[config.mk]
export PLATFORM = sky130hd
export DESIGN_NAME = mem_loader
export DESIGN_NICKNAME = d
export VERILOG_FILES = /design/src/rtl/mem_loader.sv
export SDC_FILE = /design/constraint.sdc
export NUM_CORES = 1
export LEC_CHECK = 0
export ABC_AREA = 1
export CAP_MARGIN = 15
export CORE_MARGIN = 8
export CORE_UTILIZATION = 51
export DETAILED_ROUTE_END_ITERATION = 6
export HOLD_SLACK_MARGIN = 0.08
export PLACE_DENSITY = 0.76
export SYNTH_ARGS = -nofsm -noshare
export SYNTH_HDL_FRONTEND = slang
export SYNTH_SLANG_ARGS = --single-unit
[constraint.sdc]
create_clock -name i_clk -period 1.5 [get_ports i_clk]
set_input_delay 0.15 -clock i_clk [delete_from_list [all_inputs] [get_ports i_clk]]
set_output_delay 0.15 -clock i_clk [all_outputs]
set_load 0.01 [all_outputs]
[src/rtl/mem_loader.sv]
// Framed byte-stream loader: parses ADDR/CNT header, packs 16-bit words and
// drives the data-memory write port, then reports completion and checksum status.
module mem_loader #(
  parameter int p_WORD_LEN = 16,
  parameter int p_ADDR_LEN = 10
) (
  input  logic                  i_clk,
  input  logic                  i_rst_n,
  input  logic [7:0]            i_rx_data,
  input  logic                  i_rx_valid,
  output logic                  o_rx_ready,
  output logic                  o_wr_en,
  output logic [p_ADDR_LEN-1:0] o_addr,
  output logic [p_WORD_LEN-1:0] o_wr_data,
  output logic                  o_busy,
  output logic                  o_done,
  output logic                  o_err
);

  typedef enum logic [2:0] {
    S_ADDR_HI = 3'd0,
    S_ADDR_LO = 3'd1,
    S_CNT_HI  = 3'd2,
    S_CNT_LO  = 3'd3,
    S_DATA_HI = 3'd4,
    S_DATA_LO = 3'd5,
    S_SUM     = 3'd6,
    S_DONE    = 3'd7
  } state_t;

  function automatic logic [7:0] sum_upd(input logic [7:0] acc, input logic [7:0] b);
    return acc ^ b;
  endfunction

  state_t                state_q, state_d;
  logic [7:0]            hdr_hi_q, hdr_hi_d;
  logic [p_ADDR_LEN-1:0] addr_q, addr_d;
  logic [15:0]           remain_q, remain_d;
  logic [7:0]            data_hi_q, data_hi_d;
  logic [7:0]            sum_q, sum_d;
  logic                  wr_en_q, wr_en_d;
  logic [p_ADDR_LEN-1:0] wr_addr_q, wr_addr_d;
  logic [p_WORD_LEN-1:0] wr_data_q, wr_data_d;
  logic                  busy_q, busy_d;
  logic                  done_q, done_d;
  logic                  err_q, err_d;
  logic                  accept_s;

  assign o_rx_ready = i_rst_n && (state_q != S_DONE);
  assign accept_s   = i_rx_valid && o_rx_ready;

  // State register
  always_ff @(posedge i_clk) begin
    if (!i_rst_n) begin
      state_q <= S_ADDR_HI;
    end else begin
      state_q <= state_d;
    end
  end

  // Next-state logic: one byte per state, S_DONE lasts a single cycle
  always_comb begin
    state_d = state_q;
    case (state_q)
      S_ADDR_HI: if (accept_s) state_d = S_ADDR_LO; else state_d = state_q;
      S_ADDR_LO: if (accept_s) state_d = S_CNT_HI;  else state_d = state_q;
      S_CNT_HI:  if (accept_s) state_d = S_CNT_LO;  else state_d = state_q;
      S_CNT_LO: begin
        if (accept_s) begin
          state_d = ({hdr_hi_q, i_rx_data} != 16'd0) ? S_DATA_HI : S_SUM;
        end else begin
          state_d = state_q;
        end
      end
      S_DATA_HI: if (accept_s) state_d = S_DATA_LO; else state_d = state_q;
      S_DATA_LO: begin
        if (accept_s) begin
          state_d = (remain_q != 16'd1) ? S_DATA_HI : S_SUM;
        end else begin
          state_d = state_q;
        end
      end
      S_SUM:   if (accept_s) state_d = S_DONE; else state_d = state_q;
      S_DONE:  state_d = S_ADDR_HI;
      default: state_d = S_ADDR_HI;
    endcase
  end

  // Datapath and registered-output next values
  always_comb begin
    hdr_hi_d  = hdr_hi_q;
    addr_d    = addr_q;
    remain_d  = remain_q;
    data_hi_d = data_hi_q;
    sum_d     = sum_q;
    wr_en_d   = 1'b0;
    wr_addr_d = wr_addr_q;
    wr_data_d = wr_data_q;
    err_d     = err_q;
    busy_d    = (state_d != S_ADDR_HI);
    done_d    = (state_d == S_DONE);
    if (accept_s) begin
      case (state_q)
        S_ADDR_HI: begin
          hdr_hi_d = i_rx_data;
          sum_d    = 8'h00;
        end
        S_ADDR_LO: addr_d   = p_ADDR_LEN'({hdr_hi_q, i_rx_data});
        S_CNT_HI:  hdr_hi_d = i_rx_data;
        S_CNT_LO:  remain_d = {hdr_hi_q, i_rx_data};
        S_DATA_HI: begin
          data_hi_d = i_rx_data;
          sum_d     = sum_upd(sum_q, i_rx_data);
        end
        S_DATA_LO: begin
          wr_en_d   = 1'b1;
          wr_addr_d = addr_q;
          wr_data_d = {data_hi_q, i_rx_data};
          addr_d    = addr_q + p_ADDR_LEN'(1'b1);
          remain_d  = remain_q - 16'd1;
          sum_d     = sum_upd(sum_q, i_rx_data);
        end
        S_SUM:   err_d = (sum_q != i_rx_data);
        default: wr_en_d = 1'b0;
      endcase
    end else begin
      wr_en_d = 1'b0;
    end
  end

  // Datapath and output registers
  always_ff @(posedge i_clk) begin
    if (!i_rst_n) begin
      hdr_hi_q  <= 8'h00;
      addr_q    <= '0;
      remain_q  <= 16'd0;
      data_hi_q <= 8'h00;
      sum_q     <= 8'h00;
      wr_en_q   <= 1'b0;
      wr_addr_q <= '0;
      wr_data_q <= '0;
      busy_q    <= 1'b0;
      done_q    <= 1'b0;
      err_q     <= 1'b0;
    end else begin
      hdr_hi_q  <= hdr_hi_d;
      addr_q    <= addr_d;
      remain_q  <= remain_d;
      data_hi_q <= data_hi_d;
      sum_q     <= sum_d;
      wr_en_q   <= wr_en_d;
      wr_addr_q <= wr_addr_d;
      wr_data_q <= wr_data_d;
      busy_q    <= busy_d;
      done_q    <= done_d;
      err_q     <= err_d;
    end
  end

  assign o_wr_en   = wr_en_q;
  assign o_addr    = wr_addr_q;
  assign o_wr_data = wr_data_q;
  assign o_busy    = busy_q;
  assign o_done    = done_q;
  assign o_err     = err_q;

endmodule

==> run_results.csv, run 1 <==
group,metric,value,unit
min_path,hp-class,"primary input to flip-flop",
sta,period_needed,1.45,ns
sta,fin_crit_sh,0.968,
critical_path,crit_type,"flip-flop to flip-flop",
placement,gp_congestion,0.857,
synth,yosysUniqueCellTypes,29,
die,coreArea,0.00761,mm2
synth,yosys_warnings,0,
cts,cts_sinks,83,
global_route,grt_pass1_vias,3783,
cts,numCtsBuffers,9,
cts,cts_hold_buf,0,
sta,slew_viol_final,0,
route,ant_nets,0,
synth,synthSimpleGateAreaFrac,0.295,
route,viasPerCell,5.15,
sta,finalClockSkew,0.00787,ns
critical_path,required,1.75,ns
route,first_pass_iters,5,
critical_path,reg2reg_slack,0.05,ns
route,routedWlPerCell,13.7,um
sta,setup_viol,0,
synth,syn_area,0.00395,mm2
synth,synth-compound-area-share,0.173,
critical_path,max_stage_delay,0.34,ns
sta,rsz0062_at_grt,"yes",
power_and_ir_drop,power.leakage,2.28,nW
cts,clk_path_buf_depth,2,
global_route,gr-usage-all-layers,0.193,
layout,fillers,642,
synth,synth-xor-area-share,0.0288,
layout,multi_input_area,0.00205,mm2
critical_path,path_cells,"buf_6 -> nor2_4 -> nand2_4 -> a21oi_4 -> buf_6 -> nand2_1 -> o21ai_1 -> inv_1",
critical_path,crit_path_end,"remain_q[5]",
synth,synth.yosys.seq_area_share,0.421,
layout,finalInstanceArea,0.00507,mm2
die,core.rowCount,32,
synth,synthCells,576,
synth,synth_top_area_share,0.421,
critical_path,cp-end-kind,"flip-flop",
placement,port_buffers,41,
global_route,overflow,0,
die,num_io_pins,42,
critical_path,reg2reg_depth,8,
layout,area_growth,28.5,%
critical_path,cpLargestDelayFamily,"compound AO/OA/AOI/OAI gates",
critical_path,crit_slowest_cell,"dfxtp_2",
power_and_ir_drop,powerDensity,854,mW/mm2
die,die_area,0.0108,mm2
layout,drive_gt1_frac,0.156,
global_route,grt_pass1_wl,17.5,mm
cts,htree_levels,3,
cts,clkTransAtPathRegs,0.09,ns
synth,synth_area_leaders,"dfxtp_1 42%, nor2_1 13%, o21ai_0 11%",
critical_path,start_kind,"flip-flop",
placement,dpl-instance-area,0.00471,mm2
power_and_ir_drop,ir_worst_vdd,0.537,mV
sta,tns,0,ns
route,drcViolationCount,0,
placement,place_hpwl,7.51,mm
die,die_h,104,um
route,via_count,3932,
layout,nNetsFinal,671,
sta,tightest_slew,0.439,ns
critical_path,regToRegStartpoint,"state_q[1]",
synth,ys_ff_latch,83,
global_route,grt_max_degree,35,
cts,insertion_delay,0.35,ns
run_status,outcome,"completed",
synth,synth_top_family_by_area,"simple AND/OR/NAND/NOR gates",
global_route,antenna_found_initial,0,
critical_path,crit_path_start,"state_q[1]",
synth,avgSynthCellArea,6.86,um2
sta,max_freq,689,MHz
flow_run,cap_violations,0,
critical_path,cp.depth,8,
layout,seqCellArea,0.00167,mm2
die,start_util,0.519,
synth,synth_nets,590,
sta,hold_viol,0,
synth,synthAdderAreaFrac,0.00950,
sta,relSlewSlack,0.706,
cts,root_buffer,"clkbuf_8",
sta,fin_hold_ws,0.312,ns
critical_path,cp_common_cell,"buf_6",
cts,cts_tree,"done",
route,drt-total-wl,10.4,mm
critical_path,crit_buf_inv,3,
layout,antennaDiodeCount,0,
critical_path,critPathArrivalTime,1.70,ns
critical_path,path_max_fanout,5,
die,fp.dieW,104,um
route,drtIter0Drc,211,
synth,synth_mux_area_frac,0,
min_path,min_path_cells,3,
synth,synth_top_cell_by_area,"dfxtp_1",
layout,final_util,0.667,
critical_path,r2r_end,"remain_q[5]",
[area by class of cell]
class                   instances  area share
well taps                     102      0.0251
repair buffers                 93       0.170
clock buffers                   9      0.0244
inverters                      44      0.0330
clock inverters                 7      0.0165
flip-flops and latches         83       0.328
multi-input cells             426       0.403
[worst min-delay path by stage]
stage | slack (ns) | endpoint | start
after global routing | 0.34 | sum_q[0] | i_rst_n
after floorplan | 0.28 | data_hi_q[0] | i_rx_data[0]
after CTS | 0.28 | sum_q[3] | i_rst_n
after detailed placement | 0.48 | o_wr_data[9] | data_hi_q[1]
after global placement | 0.47 | remain_q[15] | remain_q[15]
final | 0.31 | sum_q[3] | i_rst_n
[state kept, by name, summed over array words and instances (netlist names)]
register	flops
o_done	1
addr_q	10
state_q	3
data_hi_q	8
o_wr_data	16
o_wr_en	1
o_err	1
remain_q	16
o_busy	1
sum_q	8
o_addr	10
hdr_hi_q	8
[synth_stat cells, drive strengths merged]
library cell  count
a31oi             4
clkinv            1
or2               3
inv              43
xor2              7
nand3            21
nor2            142
clkbuf           10
o211ai            2
dfxtp            83
o21ai            88
nor3              4
nand4             3
nand3b            1
a21oi            38
nand2           104
xnor2             6
buf              13
ha                3
[metal layers]
layer	share of wire	routed length [um]	global-route usage	vias to the layer above
met5	0	0	0	-
met4	0.019	195	0.0817	0
met3	0.048	498	0.0266	14
met2	0.48	5060	0.328	110
met1	0.45	4690	0.238	1792
li1	-	-	-	2016
[per-stage QoR]
stage | cells | power (W) | worst slack, ns
after floorplan | 576 | 0.00250 | 0.110
after global placement | 738 | 0.00266 | -0.169
after detailed placement | 738 | 0.00267 | -0.186
after CTS | 754 | 0.00433 | 0.00419
after global routing | 764 | 0.00448 | -0.0182
final | 764 | 0.00433 | 0.0478
[report_power, final]
group	internal [W]	switching, W
Combinational	0.000160	0.000209
Sequential	0.00224	0.0000299
Clock	0.000799	0.000894
[cell usage in the layout (no fill, tap or decap), types with 2 or more instances in the layout]
| cell | instances |
|---|---|
| o211ai_1 | 2 |
| buf_4 | 42 |
| clkdlybuf4s50_1 | 39 |
| a31oi_1 | 4 |
| nand4_1 | 3 |
| xor2_1 | 7 |
| nor2_4 | 5 |
| ha_1 | 2 |
| a21oi_2 | 3 |
| nor2_1 | 133 |
| nand3_1 | 19 |
| xnor2_1 | 6 |
| buf_2 | 2 |
| nor3_1 | 4 |
| a21oi_1 | 34 |
| nand2_4 | 2 |
| inv_1 | 37 |
| clkinv_4 | 2 |
| nand2_2 | 3 |
| o21ai_1 | 10 |
| inv_2 | 5 |
| dfxtp_2 | 3 |
| o21ai_0 | 77 |
| inv_6 | 2 |
| or2_2 | 3 |
| nand2_1 | 99 |
| nor2_2 | 3 |
| clkbuf_8 | 9 |
| buf_6 | 5 |
| dfxtp_1 | 80 |
| buf_12 | 4 |
[worst register-to-register path, stage by stage, from the launching register on]
cell	delay [ns]
dfxtp_2	0.34
buf_6	0.13
nor2_4	0.09
nand2_4	0.10
a21oi_4	0.28
buf_6	0.17
nand2_1	0.06
o21ai_1	0.13
inv_1	0.05
[kinds of logic (layout without fill, tap and decap cells)]
kind of cell / count (synthesis) / in the layout
AND/OR/NAND/NOR: 278 / 278
adder cells (fa/ha/maj): 3 / 3
buffers and inverters: 67 / 153
AO/OA/AOI/OAI: 132 / 132
flip-flops: 83 / 83
XOR/XNOR: 13 / 13
[what timing repair did]
item	in CTS	in global routing
gates cloned	0	2
pin swaps	1	8
setup buffers	0	8
endpoints found under the setup margin	8	56
gates resized for setup	6	27
Note: power is estimated with default switching activity, not from simulation.
==> inputs of run 2 (changes only) <==
==> config.mk (replaced) <==
export PLATFORM = sky130hd
export DESIGN_NAME = mem_loader
export DESIGN_NICKNAME = d
export VERILOG_FILES = /design/src/rtl/mem_loader.sv
export SDC_FILE = /design/constraint.sdc
export NUM_CORES = 1
export LEC_CHECK = 0
export ABC_CLOCK_PERIOD_IN_PS = 1500
export CAP_MARGIN = 15
export CELL_PAD_IN_SITES_DETAIL_PLACEMENT = 0
export CELL_PAD_IN_SITES_GLOBAL_PLACEMENT = 1
export CORE_MARGIN = 8
export CORE_UTILIZATION = 38
export DETAILED_ROUTE_END_ITERATION = 6
export HOLD_SLACK_MARGIN = 0.08
export PLACE_DENSITY_LB_ADDON = 0.1
export SYNTH_ARGS = -nofsm -noshare
export SYNTH_HDL_FRONTEND = slang
export SYNTH_SLANG_ARGS = --single-unit
==> run 2 against run 1 <==
Net effect:
- the flow now finishes with violations (negative setup slack)
- sequential power about the same
- combinational power decreased by 9.8%
- global-route usage decreased by 2.6 points
==> run_results.csv, run 2 <==
group,metric,value,unit
run_status,violations,"negative setup slack",
power_and_ir_drop,swShare,0.269,
cts,root_buffer,"clkbuf_8",
synth,synth_area_leaders,"dfxtp_1 41%, nand2_1 8.7%, a21oi_1 8.1%",
placement,port_buffers,41,
sta,rsz0062_at_grt,"yes",
critical_path,path_max_fanout,4,
critical_path,start_kind,"flip-flop",
synth,yosysUniqueCellTypes,64,
layout,layout_commonest_cell,"nand2_1",
synth,yosys_most_used_dff,"dfxtp_1",
synth,synthArstFlopShare,0,
global_route,antenna_found_initial,0,
layout,multi_input_area,0.00240,mm2
cts,cts_hold_buf,0,
sta,setup_viol,5,
cts,htree_levels,3,
synth,synthCells,502,
critical_path,crit_path_start,"remain_q[9]",
power_and_ir_drop,p_sw,0.00110,W
critical_path,crit_type,"flip-flop to flip-flop",
cts,cts_sinks,83,
die,die_area,0.0141,mm2
critical_path,cpLargestDelayFamily,"simple AND/OR/NAND/NOR gates",
synth,synth.most_common_cell,"nand2_1",
critical_path,crit_slowest_cell,"or4_4",
sta,relSlewSlack,0.717,
placement,place_ws,-0.289,ns
die,core.rowCount,37,
route,drtIter0Drc,170,
min_path,hp-class,"flip-flop to flip-flop",
layout,drive_gt1_frac,0.300,
layout,seqCellArea,0.00169,mm2
layout,layout_common_cells,"92 x nand2_1, 91 x buf_4, 70 x dfxtp_1, 59 x a21oi_1, 40 x clkdlybuf4s50_1",
sta,slew_viol_final,0,
sta,hold_viol,0,
placement,dpl-instance-area,0.00524,mm2
sta,fin_crit_sh,1.08,
sta,finalClockSkew,0.0163,ns
layout,fillers,996,
critical_path,reg2reg_slack,-0.13,ns
cts,clkTransAtPathRegs,0.10,ns
critical_path,crit_path_end,"remain_q[14]",
layout,final_util,0.559,
route,drcViolationCount,0,
sta,finalWorstSetupSlack,-0.125,ns
cts,numCtsBuffers,9,
global_route,grt_pass1_wl,19.7,mm
layout,finalInstanceArea,0.00574,mm2
global_route,gr-usage-all-layers,0.167,
synth,synth.yosys.seq_area_share,0.414,
die,fp.dieW,119,um
sta,max_freq,615,MHz
critical_path,max_stage_delay,0.50,ns
layout,area_growth,42.9,%
layout,nNetsFinal,632,
power_and_ir_drop,power,0.00410,W
synth,ys_ff_latch,83,
power_and_ir_drop,power.leakage,2.14,nW
power_and_ir_drop,power_frac_comb,0.081,
die,die_h,119,um
power_and_ir_drop,clkPwrFrac,0.372,
synth,synth_nets,516,
power_and_ir_drop,pwr-share-seq,0.547,
critical_path,crit_buf_inv,0,
flow_run,cap_violations,0,
power_and_ir_drop,p_int,0.00300,W
route,first_pass_iters,4,
run_status,outcome,"finished with violations",
critical_path,regToRegStartpoint,"remain_q[9]",
synth,synthTopCellsByCount,"93 x nand2_1, 83 x dfxtp_1, 65 x a21oi_1, 32 x nor2_1, 27 x clkbuf_1",
global_route,grt_max_degree,67,
die,coreArea,0.0103,mm2
route,routedWlPerCell,15.8,um
sta,tns,-0.474,ns
global_route,grt_pass1_vias,3938,
synth,synth_top_area_share,0.414,
placement,gp_congestion,0.811,
synth,avgSynthCellArea,8.00,um2
synth,synth_top_cell_by_area,"dfxtp_1",
placement,place_hpwl,8.59,mm
critical_path,reg2reg_depth,4,
critical_path,r2r_end,"remain_q[14]",
synth,yosys_warnings,0,
cts,cts_tree,"done",
critical_path,cp-end-kind,"flip-flop",
route,ant_nets,0,
die,start_util,0.391,
synth,synth_edf_count,0,
die,num_io_pins,42,
critical_path,required,1.79,ns
cts,clk_path_buf_depth,2,
cts,insertion_delay,0.36,ns
sta,period_needed,1.63,ns
synth,syn_area,0.00402,mm2
layout,antennaDiodeCount,0,
sta,tightest_slew,0.420,ns
route,drt-total-wl,12.0,mm
power_and_ir_drop,ir_worst_vdd,0.456,mV
route,via_count,4055,
critical_path,path_cells,"nor4_4 -> nand2_1 -> or4_4 -> a41oi_2",
global_route,overflow,0,
power_and_ir_drop,powerDensity,714,mW/mm2
route,viasPerCell,5.34,
critical_path,critPathArrivalTime,1.92,ns
critical_path,cp.depth,4,
run 2: changes by cell type after synthesis, moves of 6 or more:
cell / delta
a21oi_1: +30
clkbuf_1: +17
inv_1: -36
mux2i_1: +9
nand2_1: -8
nand3_1: -6
nand3b_1: +9
nor2_1: -104
nor4_1: +10
o21ai_0: -60
run 2: cells by family after synthesis:
| kind of cell | count (synthesis) | share of synthesized area |
|---|---|---|
| flip-flops | 83 | 0.414 |
| buffers and inverters | 44 | 0.0467 |
| adder cells (fa/ha/maj) | 3 | 0.00934 |
| XOR/XNOR | 10 | 0.0218 |
| AND/OR/NAND/NOR | 213 | 0.277 |
| AO/OA/AOI/OAI | 140 | 0.209 |
| multiplexers | 9 | 0.0224 |
run 2: tightest hold or removal path, stage by stage (launching register included):
cell,delay [ns]
dfxtp_1,0.32
nand2_1,0.05
a21oi_1,0.05
run 2: repair_timing:
item                       CTS  global route
buffers inserted             5             4
setup endpoints to repair   40            50
resized for setup           21            51
pin swaps                    9            18
run 2: cell type report:
class,count,area share
clock buffer,9,0.0216
clock inverter,7,0.0111
inverter,5,0.00392
multi-input combinational,375,0.418
sequential,83,0.293
tap,136,0.0296
timing repair buffer,144,0.222
run 2: worst min-delay path by stage:
stage	from	to	depth (start not counted)	slack [ns]
final	data_hi_q[5]	o_wr_data[13]	2	0.45
after global placement	data_hi_q[6]	o_wr_data[14]	2	0.44
after global routing	data_hi_q[5]	o_wr_data[13]	2	0.48
after floorplan	data_hi_q[2]	o_wr_data[10]	2	0.43
after CTS	data_hi_q[5]	o_wr_data[13]	2	0.45
after detailed placement	data_hi_q[6]	o_wr_data[14]	2	0.45
run 2: routing by layer:
metal / routed length (um) / up-vias / GRT usage
met4: 144 / 0 / 0.0553
met1: 5540 / 1945 / 0.216
met3: 511 / 13 / 0.0298
li1: - / 2026 / -
met5: 0 / - / 0
met2: 5790 / 71 / 0.275
run 2: power by group through the flow:
stage | sequential (W) | clock (W) | combinational, W
3_5_place_dp | 0.00229 | 0 | 0.000313
5_1_grt | 0.00225 | 0.00166 | 0.000360
2_1_floorplan | 0.00229 | 0 | 0.000161
4_1_cts | 0.00224 | 0.00158 | 0.000317
3_3_place_gp | 0.00229 | 0 | 0.000311
6_report | 0.00224 | 0.00153 | 0.000333
run 2: per-stage QoR:
stage	std cells	hold slack, ns
global route	759	0.480
CTS	756	0.451
floorplan	502	0.431
global placement	735	0.438
detailed placement	735	0.446
finish	759	0.451
==> inputs of run 3 (changes only) <==
--- a/config.mk
+++ b/config.mk
@@ -14,6 +14,7 @@
 export DETAILED_ROUTE_END_ITERATION = 6
 export HOLD_SLACK_MARGIN = 0.08
 export PLACE_DENSITY_LB_ADDON = 0.1
+export SKIP_LAST_GASP = 1
 export SYNTH_ARGS = -nofsm -noshare
 export SYNTH_HDL_FRONTEND = slang
 export SYNTH_SLANG_ARGS = --single-unit
==> run 3 against run 2 <==
Net effect:
- the flow still finishes with violations (negative setup slack)
- sequential cell count is the same
- clock power is essentially flat
- final cell count is the same
==> run_results.csv, run 3 (synthesis gave the netlist of run 2 again) <==
group,metric,value,unit
run_status,outcome,"finished with violations",
run_status,violations,"negative setup slack",
global_route,antenna_found_initial,0,
flow_run,cap_violations,0,
sta,setup_viol,5,
min_path,hp-class,"flip-flop to flip-flop",
route,via_count,4041,
die,die_area,0.0141,mm2
cts,clk_path_buf_depth,2,
die,core.rowCount,37,
cts,cts_hold_buf,0,
route,drcViolationCount,0,
global_route,grt_pass1_vias,3939,
global_route,grt_pass1_wl,19.7,mm
route,ant_nets,0,
layout,layout_common_cells,"92 x nand2_1, 91 x buf_4, 70 x dfxtp_1, 59 x a21oi_1, 40 x clkdlybuf4s50_1",
sta,finalWorstSetupSlack,-0.123,ns
critical_path,regToRegStartpoint,"remain_q[9]",
global_route,gr-usage-all-layers,0.167,
sta,finalClockSkew,0.0160,ns
global_route,overflow,0,
layout,area_growth,42.8,%
cts,cts_sinks,83,
critical_path,reg2reg_slack,-0.12,ns
layout,nNetsFinal,632,
min_path,min-delay-start,"data_hi_q[5]",
critical_path,critPathArrivalTime,1.91,ns
critical_path,required,1.79,ns
power_and_ir_drop,powerDensity,715,mW/mm2
global_route,grt_max_degree,67,
sta,fin_hold_ws,0.452,ns
layout,multi_input_area,0.00240,mm2
die,num_io_pins,42,
die,fp.dieW,119,um
critical_path,start_kind,"flip-flop",
sta,tightest_slew,0.418,ns
layout,final_util,0.558,
cts,cts_tree,"done",
die,coreArea,0.0103,mm2
critical_path,path_max_fanout,4,
layout,finalInstanceArea,0.00574,mm2
route,routedWlPerCell,15.7,um
route,drt-total-wl,12.0,mm
min_path,min_path_cells,2,
critical_path,r2r_end,"remain_q[14]",
layout,antennaDiodeCount,0,
power_and_ir_drop,power,0.00410,W
sta,rsz0062_at_grt,"yes",
layout,drive_gt1_frac,0.300,
die,start_util,0.391,
layout,seqCellArea,0.00169,mm2
sta,hold_viol,0,
cts,numCtsBuffers,9,
sta,max_freq,616,MHz
sta,relSlewSlack,0.719,
sta,fin_crit_sh,1.08,
cts,root_buffer,"clkbuf_8",
route,first_pass_iters,4,
route,viasPerCell,5.32,
cts,insertion_delay,0.36,ns
critical_path,reg2reg_depth,4,
power_and_ir_drop,power.leakage,2.12,nW
min_path,hold_end,"o_wr_data[13]",
critical_path,cp-end-kind,"flip-flop",
sta,slew_viol_final,0,
placement,place_hpwl,8.59,mm
layout,fillers,998,
cts,htree_levels,3,
route,drtIter0Drc,162,
cts,clkTransAtPathRegs,0.10,ns
critical_path,crit_type,"flip-flop to flip-flop",
placement,gp_congestion,0.811,
layout,layout_commonest_cell,"nand2_1",
power_and_ir_drop,ir_worst_vdd,0.457,mV
die,die_h,119,um
placement,port_buffers,41,
critical_path,crit_path_start,"remain_q[9]",
placement,dpl-instance-area,0.00524,mm2
sta,period_needed,1.62,ns
-- run 3: where the power goes --
group          leakage [nW]  internal, W  switching (W)
clock network        0.0930     0.000630       0.000899
registers             0.677      0.00222      0.0000217
logic                  1.35     0.000148       0.000185
-- run 3: how the worst max path moves through the flow --
stage,to,slack [ns],cells after the start
3_5_place_dp,hdr_hi_q[1],-0.29,6
5_1_grt,remain_q[14],-0.19,4
6_report,remain_q[14],-0.12,4
2_1_floorplan,remain_q[14],-0.06,6
3_3_place_gp,hdr_hi_q[1],-0.26,6
4_1_cts,remain_q[14],-0.12,4
-- run 3: final cells by class --
cell class              instances  share of cell area
clock inverters                 7              0.0111
flip-flops and latches         83               0.294
clock buffers                   9              0.0216
repair buffers                144               0.222
well taps                     136              0.0297
inverters                       5             0.00393
multi-input cells             375               0.418
-- run 3: critical path: stages, from the launching register on --
cell and delay (ns):
dfxtp_2 0.35, nor4_4 0.39, nand2_1 0.15, or4_4 0.50, a41oi_2 0.16
-- run 3: metrics by stage --
| stage | worst slack (ns) | TNS (ns) | std cells |
|---|---|---|---|
| global placement | -0.260 | -11.96 | 735 |
| finish | -0.123 | -0.470 | 759 |
| detailed placement | -0.289 | -14.69 | 735 |
| floorplan | -0.0583 | -0.0807 | 502 |
| CTS | -0.124 | -0.572 | 756 |
| global route | -0.187 | -0.990 | 759 |
-- run 3: routing by layer --
layer | track usage | vias to the layer above | share of wire
met4 | 0.0553 | 0 | 0.011
li1 | - | 2023 | -
met2 | 0.275 | 73 | 0.48
met3 | 0.0298 | 13 | 0.043
met1 | 0.216 | 1932 | 0.47
met5 | 0 | - | 0
-- run 3: timing repair --
item                                    4_1_cts  5_1_grt
resized for setup                            18       51
buffers inserted                              5        4
hold endpoints to repair                      0        0
endpoints found under the setup margin       40       51
pin swaps                                     6       19
